## config.mk

```make
export PLATFORM = sky130hd
export DESIGN_NAME = normalizer_seq
export DESIGN_NICKNAME = d
export VERILOG_FILES = /design/src/rtl/norm_pkg.sv /design/src/rtl/lzc26.sv /design/src/rtl/normalizer_seq.sv
export SDC_FILE = /design/constraint.sdc
export NUM_CORES = 1
export LEC_CHECK = 0
export CAP_MARGIN = 20
export CORE_MARGIN = 3
export CORE_UTILIZATION = 44
export CTS_CLUSTER_SIZE = 20
export DETAILED_ROUTE_END_ITERATION = 16
export MAX_ROUTING_LAYER = met4
export PLACE_DENSITY = 0.71
export REMOVE_ABC_BUFFERS = 1
export SYNTH_ARGS = -nofsm -noshare
export SYNTH_HDL_FRONTEND = slang
export SYNTH_SLANG_ARGS = --single-unit
export TNS_END_PERCENT = 100
```

## constraint.sdc

```tcl
create_clock -name clk -period 6.6 [get_ports clk]
set_clock_uncertainty 0.1 [all_clocks]
set_input_delay 0.66 -clock clk [delete_from_list [all_inputs] [get_ports clk]]
set_output_delay 0.66 -clock clk [all_outputs]
set_load 0.1 [all_outputs]
```

## src/rtl/norm_pkg.sv

```systemverilog
// Shared widths and state encoding for the sequential left-normalizer.
package norm_pkg;

  localparam int unsigned EXP_W = 8;
  localparam int unsigned MAN_W = 26;
  localparam int unsigned LZ_W  = 5;

  typedef enum logic [1:0] {
    IDLE  = 2'd0,
    SHIFT = 2'd1,
    DONE  = 2'd2
  } state_e;

endpackage

```

## src/rtl/lzc26.sv

```systemverilog
// Combinational leading-zero counter for the 26-bit mantissa; 26 means all-zero.
module lzc26
  import norm_pkg::*;
(
  input  logic [MAN_W-1:0] man_i,
  output logic [LZ_W-1:0]  lz_o
);

  // Scan upward so the highest set bit wins the final assignment.
  always_comb begin
    lz_o = LZ_W'(MAN_W);
    for (int i = 0; i < int'(MAN_W); i++) begin
      if (man_i[i]) lz_o = LZ_W'(int'(MAN_W) - 1 - i);
    end
  end

endmodule

```

## src/rtl/normalizer_seq.sv

```systemverilog
// Sequential left-normalizer: shifts the mantissa left until bit 25 is set,
// decrementing the exponent, bounded so the exponent never goes below zero.
// Optional macro NORM_FAST_EN: full normalization in one SHIFT cycle via a
// 26-bit barrel shifter (STEP ignored). Default: up to STEP bits per cycle.
module normalizer_seq
  import norm_pkg::*;
#(
  parameter int unsigned STEP = 1
) (
  input  logic             clk,
  input  logic             rst_n,
  input  logic             in_valid,
  output logic             in_ready,
  input  logic [EXP_W-1:0] exp,
  input  logic [MAN_W-1:0] mantis,
  output logic             out_valid,
  input  logic             out_ready,
  output logic [EXP_W-1:0] exp_out,
  output logic [MAN_W-1:0] mantis_out,
  output logic             underflow,
  output logic             zero
);

`ifdef NORM_FAST_EN
  // Whole remaining shift fits in one cycle; STEP has no effect here.
  localparam int unsigned STEP_EFF = (STEP > 0) ? MAN_W : MAN_W;
`else
  localparam int unsigned STEP_EFF = STEP;
`endif

  state_e           state_q, state_d;
  logic [EXP_W-1:0] wexp_q, wexp_d;
  logic [MAN_W-1:0] wman_q, wman_d;
  logic [EXP_W-1:0] exp_out_q, exp_out_d;
  logic [MAN_W-1:0] man_out_q, man_out_d;
  logic             under_q, under_d;
  logic             zero_q, zero_d;
  logic             oval_q, oval_d;

  logic [LZ_W-1:0]  lz;
  logic [EXP_W-1:0] lz_ext;
  logic [EXP_W-1:0] m_amt;
  logic [EXP_W-1:0] k_amt;
  logic [MAN_W-1:0] man_sh;

  lzc26 u_lzc (
    .man_i (wman_q),
    .lz_o  (lz)
  );

  // Shift amount: limited by leading zeros, remaining exponent and per-cycle step.
  always_comb begin
    lz_ext = EXP_W'(lz);
    m_amt  = (lz_ext < wexp_q) ? lz_ext : wexp_q;
    k_amt  = (m_amt > EXP_W'(STEP_EFF)) ? EXP_W'(STEP_EFF) : m_amt;
  end

`ifdef NORM_FAST_EN
  // Full barrel shift of the working mantissa.
  always_comb begin
    man_sh = wman_q << k_amt;
  end
`else
  // Narrow shifter: only amounts 0..STEP are ever selected.
  always_comb begin
    man_sh = wman_q;
    for (int i = 1; i <= int'(STEP); i++) begin
      if (k_amt == EXP_W'(i)) man_sh = wman_q << i;
    end
  end
`endif

  // Next-state and result logic.
  always_comb begin
    state_d   = state_q;
    wexp_d    = wexp_q;
    wman_d    = wman_q;
    exp_out_d = exp_out_q;
    man_out_d = man_out_q;
    under_d   = under_q;
    zero_d    = zero_q;
    oval_d    = oval_q;
    case (state_q)
      IDLE: begin
        if (in_valid) begin
          wexp_d  = exp;
          wman_d  = mantis;
          under_d = 1'b0;
          zero_d  = 1'b0;
          state_d = SHIFT;
        end
      end
      SHIFT: begin
        if (wman_q == '0) begin
          exp_out_d = '0;
          man_out_d = '0;
          zero_d    = 1'b1;
          under_d   = 1'b0;
          oval_d    = 1'b1;
          state_d   = DONE;
        end else begin
          wexp_d = wexp_q - k_amt;
          wman_d = man_sh;
          if (k_amt == m_amt) begin
            exp_out_d = wexp_q - k_amt;
            man_out_d = man_sh;
            under_d   = ~man_sh[MAN_W-1];
            oval_d    = 1'b1;
            state_d   = DONE;
          end
        end
      end
      DONE: begin
        if (out_ready) begin
          oval_d  = 1'b0;
          state_d = IDLE;
        end
      end
      default: begin
        oval_d  = 1'b0;
        state_d = IDLE;
      end
    endcase
  end

  // State and datapath registers with synchronous active-low reset.
  always_ff @(posedge clk) begin
    if (!rst_n) begin
      state_q   <= IDLE;
      wexp_q    <= '0;
      wman_q    <= '0;
      exp_out_q <= '0;
      man_out_q <= '0;
      under_q   <= 1'b0;
      zero_q    <= 1'b0;
      oval_q    <= 1'b0;
    end else begin
      state_q   <= state_d;
      wexp_q    <= wexp_d;
      wman_q    <= wman_d;
      exp_out_q <= exp_out_d;
      man_out_q <= man_out_d;
      under_q   <= under_d;
      zero_q    <= zero_d;
      oval_q    <= oval_d;
    end
  end

  assign in_ready   = (state_q == IDLE);
  assign out_valid  = oval_q;
  assign exp_out    = exp_out_q;
  assign mantis_out = man_out_q;
  assign underflow  = under_q;
  assign zero       = zero_q;

endmodule

```

==> results.md <==
- Core box area: 0.00830 mm2
- Leakage power: 1.92 nW
- Area contributors post-synth: dfxtp_1 39%, nor2_1 6.8%, mux2i_1 6.6%
- Final worst slack: 1.49 ns
- DP Worst Slack: 1.49 ns
- Initial Util: 45.6%
- Post-synth EDFFs: 0
- DP HPWL: 6130 um
- Die Area: 0.00976 mm2
- CTS max path bufs: 2
- Crit path capture type: register
- Most common cell in the netlist: dfxtp_1
- Final setup fails: 0
- Via count: 3297
- Slew @ Worst Pin: 0.981 ns
- Crit share post-route: 77.4%
- Worst EP required: 6.78 ns
- Post-Synthesis Cells: 423
- Ys async rst share: 0%
- Slew Limit Fails: 0
- Clk Tree Root Cell: clkbuf_8
- Avg Cell Area, Syn: 8.95 um2
- I/O Pins: 76
- Max-Cap Viols: 0
- Power density cells: 429 mW/mm2
- Vias per Instance: 5.52
- RR Startpoint: wman_q[1]
- Die Wd: 98.8 um
- Overflow after GRT: 0
- Outcome: completed
- CTS H-Tree Depth: 3
- Post-synth top area share: 38.6%
- RSZ-0062 raised after global routing: false
- Clock transition at the registers of the reported paths: 0.08 ns
- Number of I/O port buffers: 75
- Antenna diodes: 0
- GRT Overall Usage: 19.3%
- Hold Path Stages: 1
- Initial antenna violation count: 0
- R2r endpoint: wexp_q[6]
- Clk_lat worst skew: 0.34 ns
- Worst R2R Setup Slack: 1.49 ns
- Share of layout cells above drive strength 1: 9.76%
- CP max FO: 30
- Largest net degree at the start of global routing: 35
- CTS Sinks: 73
- CTS Hold Buffers Added: 0
- CTS resizes: 0
- Yosys warns: 0
- Startpoint Class: register
- Drt total wl: 9020 um
- WL/cell: 15.1 um
- Worst Hold Launch: exp_out[2]
- CP Data Arrival Time: 5.29 ns
- Synth top cells by count: 73 x dfxtp_1, 69 x nor2_1, 32 x nand2_1, 27 x o2bb2ai_1, 25 x mux2i_1
- TritonCTS buffer count: 9
- Vias in the first global route: 3228
- Setup TNS: 0 ns
- Maximum vdd ir drop: 0.339 mV
- Slew Limit Headroom: 34.4%
- First-pass GRT wire length: 15300 um
- Ys flop type: dfxtp_1
- DRT iter0 DRCs: 101
- Hold Path Class: reg -> reg
- FF+latch count, synth: 73
- First-pass detailed-route iteration total: 4
- NumNets Final: 538
- WHS Endpoint: exp_out[2]
- Placer Congestion: 0.857
- R2r worst-path depth: 26
- Chip height: 98.8 um
- Post-route ant nets: 0
- Core Rows: 33
- Post-synth cell types: 50
- # DRC: 0
- Setup CP Type: reg -> reg
- Synth area leader: dfxtp_1
- Syn Std Cell Area: 0.00379 mm2
- Area Overhead vs Synth: 27.7%
- Final Hold Fails: 0
- Post-CTS Setup Repair Bufs: 0
- Tmin final: 5.11 ns
- Sequential area share after synthesis: 38.6%
- F_max: 196 MHz
- CTS tree: built
## critical path, cell delays in order, from the launching register on
cell      delay, ns
dfxtp_1        0.47
nor2_1         0.08
nor3_1         0.14
o31ai_1        0.08
a211oi_1       0.26
o31ai_1        0.09
a211oi_1       0.24
nor3_1         0.07
o31a_1         0.25
ha_1           0.27
o21ai_0        0.08
a21oi_1        0.21
o21a_1         0.19
a21oi_1        0.16
a21oi_4        0.17
buf_4          0.42
ha_1           0.26
inv_1          0.06
fa_1           0.39
nand2_1        0.08
nand2_1        0.05
a21oi_1        0.22
o21bai_1       0.09
a21oi_1        0.18
xnor2_1        0.17
nand2_1        0.08
a31oi_1        0.18
## kinds of logic after synthesis
kind of cell / share of synthesized area [%]
XOR/XNOR: 1.16
buffers and inverters: 5.58
adder cells (fa/ha/maj): 4.49
other: 0.0990
AND/OR/NAND/NOR: 18.5
multiplexers: 6.61
flip-flops: 38.6
AO/OA/AOI/OAI: 25.0
## worst max-delay path by stage
stage / from / to / slack (ns) / depth (start not counted)
2_1_floorplan: wman_q[1] / wexp_q[6] / 0.42 / 25
3_3_place_gp: wman_q[1] / wexp_q[6] / 1.70 / 26
3_5_place_dp: wman_q[1] / wexp_q[6] / 1.49 / 26
4_1_cts: wman_q[1] / wexp_q[6] / 1.47 / 26
5_1_grt: wman_q[1] / wexp_q[6] / 0.98 / 26
6_report: wman_q[1] / wexp_q[6] / 1.49 / 26
## routing by layer
metal	wire, um	share of wire, %	vias up	global-route usage [%]
met1	4520	50	1553	26.5
met2	4060	45	71	28.9
met3	341	3.8	9	3.33
met5	0	0	-	-
met4	105	1.2	0	5.99
li1	-	-	1664	-
## cell usage in the layout, fill, tap and decap left out, types with 2 or more instances in the layout
master,instances
clkdlybuf4s50_1,75
dfxtp_1,73
nor2_1,69
nand2_1,32
o2bb2ai_1,27
mux2i_1,25
o221a_2,22
inv_1,15
a21oi_1,15
o21ai_0,12
ha_1,12
nor3_1,11
clkbuf_8,9
conb_1,8
nor2b_1,6
o21a_1,6
a22o_1,6
nor4_4,5
nand3_1,4
a211oi_1,4
xnor2_1,4
bufinv_16,4
a31oi_1,3
nand2b_1,3
o21bai_1,3
a311oi_1,3
o22ai_1,3
nor4_1,2
a21boi_0,2
o31ai_1,2
nand4_1,2
a32oi_1,2
clkinv_2,2
## area by class of cell
| cell class | instances | area, um2 |
|---|---|---|
| clock inverters | 6 | 130 |
| fillers | 759 | 3460 |
| flip-flops and latches | 73 | 1460 |
| clock buffers | 10 | 128 |
| multi-input cells | 310 | 2150 |
| repair buffers | 77 | 773 |
| inverters | 16 | 60.1 |
| well taps | 105 | 131 |
## state kept, by name (all words and copies together), names as in the netlist
signal / flops
wexp_q: 8
mantis_out: 26
exp_out: 8
zero: 1
wman_q: 26
underflow: 1
out_valid: 1
state_q: 2
## metrics by stage
stage	cells	util (%)	power [W]	instance area [um2]	hold slack, ns
after global routing	597	58.3	0.00221	4840	0.378
after floorplan	399	-	0.00139	3660	0.375
after global placement	580	55.0	0.00161	4560	0.343
after detailed placement	580	55.0	0.00162	4560	0.346
final	597	58.3	0.00208	4840	0.364
after CTS	596	58.1	0.00208	4820	0.368
## report_power, final
group | switching (W) | internal (W) | leakage (nW)
sequential | 0.000124 | 0.000526 | 0.597
clock | 0.000168 | 0.000288 | 0.130
combinational | 0.000602 | 0.000367 | 1.20
total | 0.000894 | 0.00118 | 1.92
No activity file was read; power rests on OpenSTA's default activity.
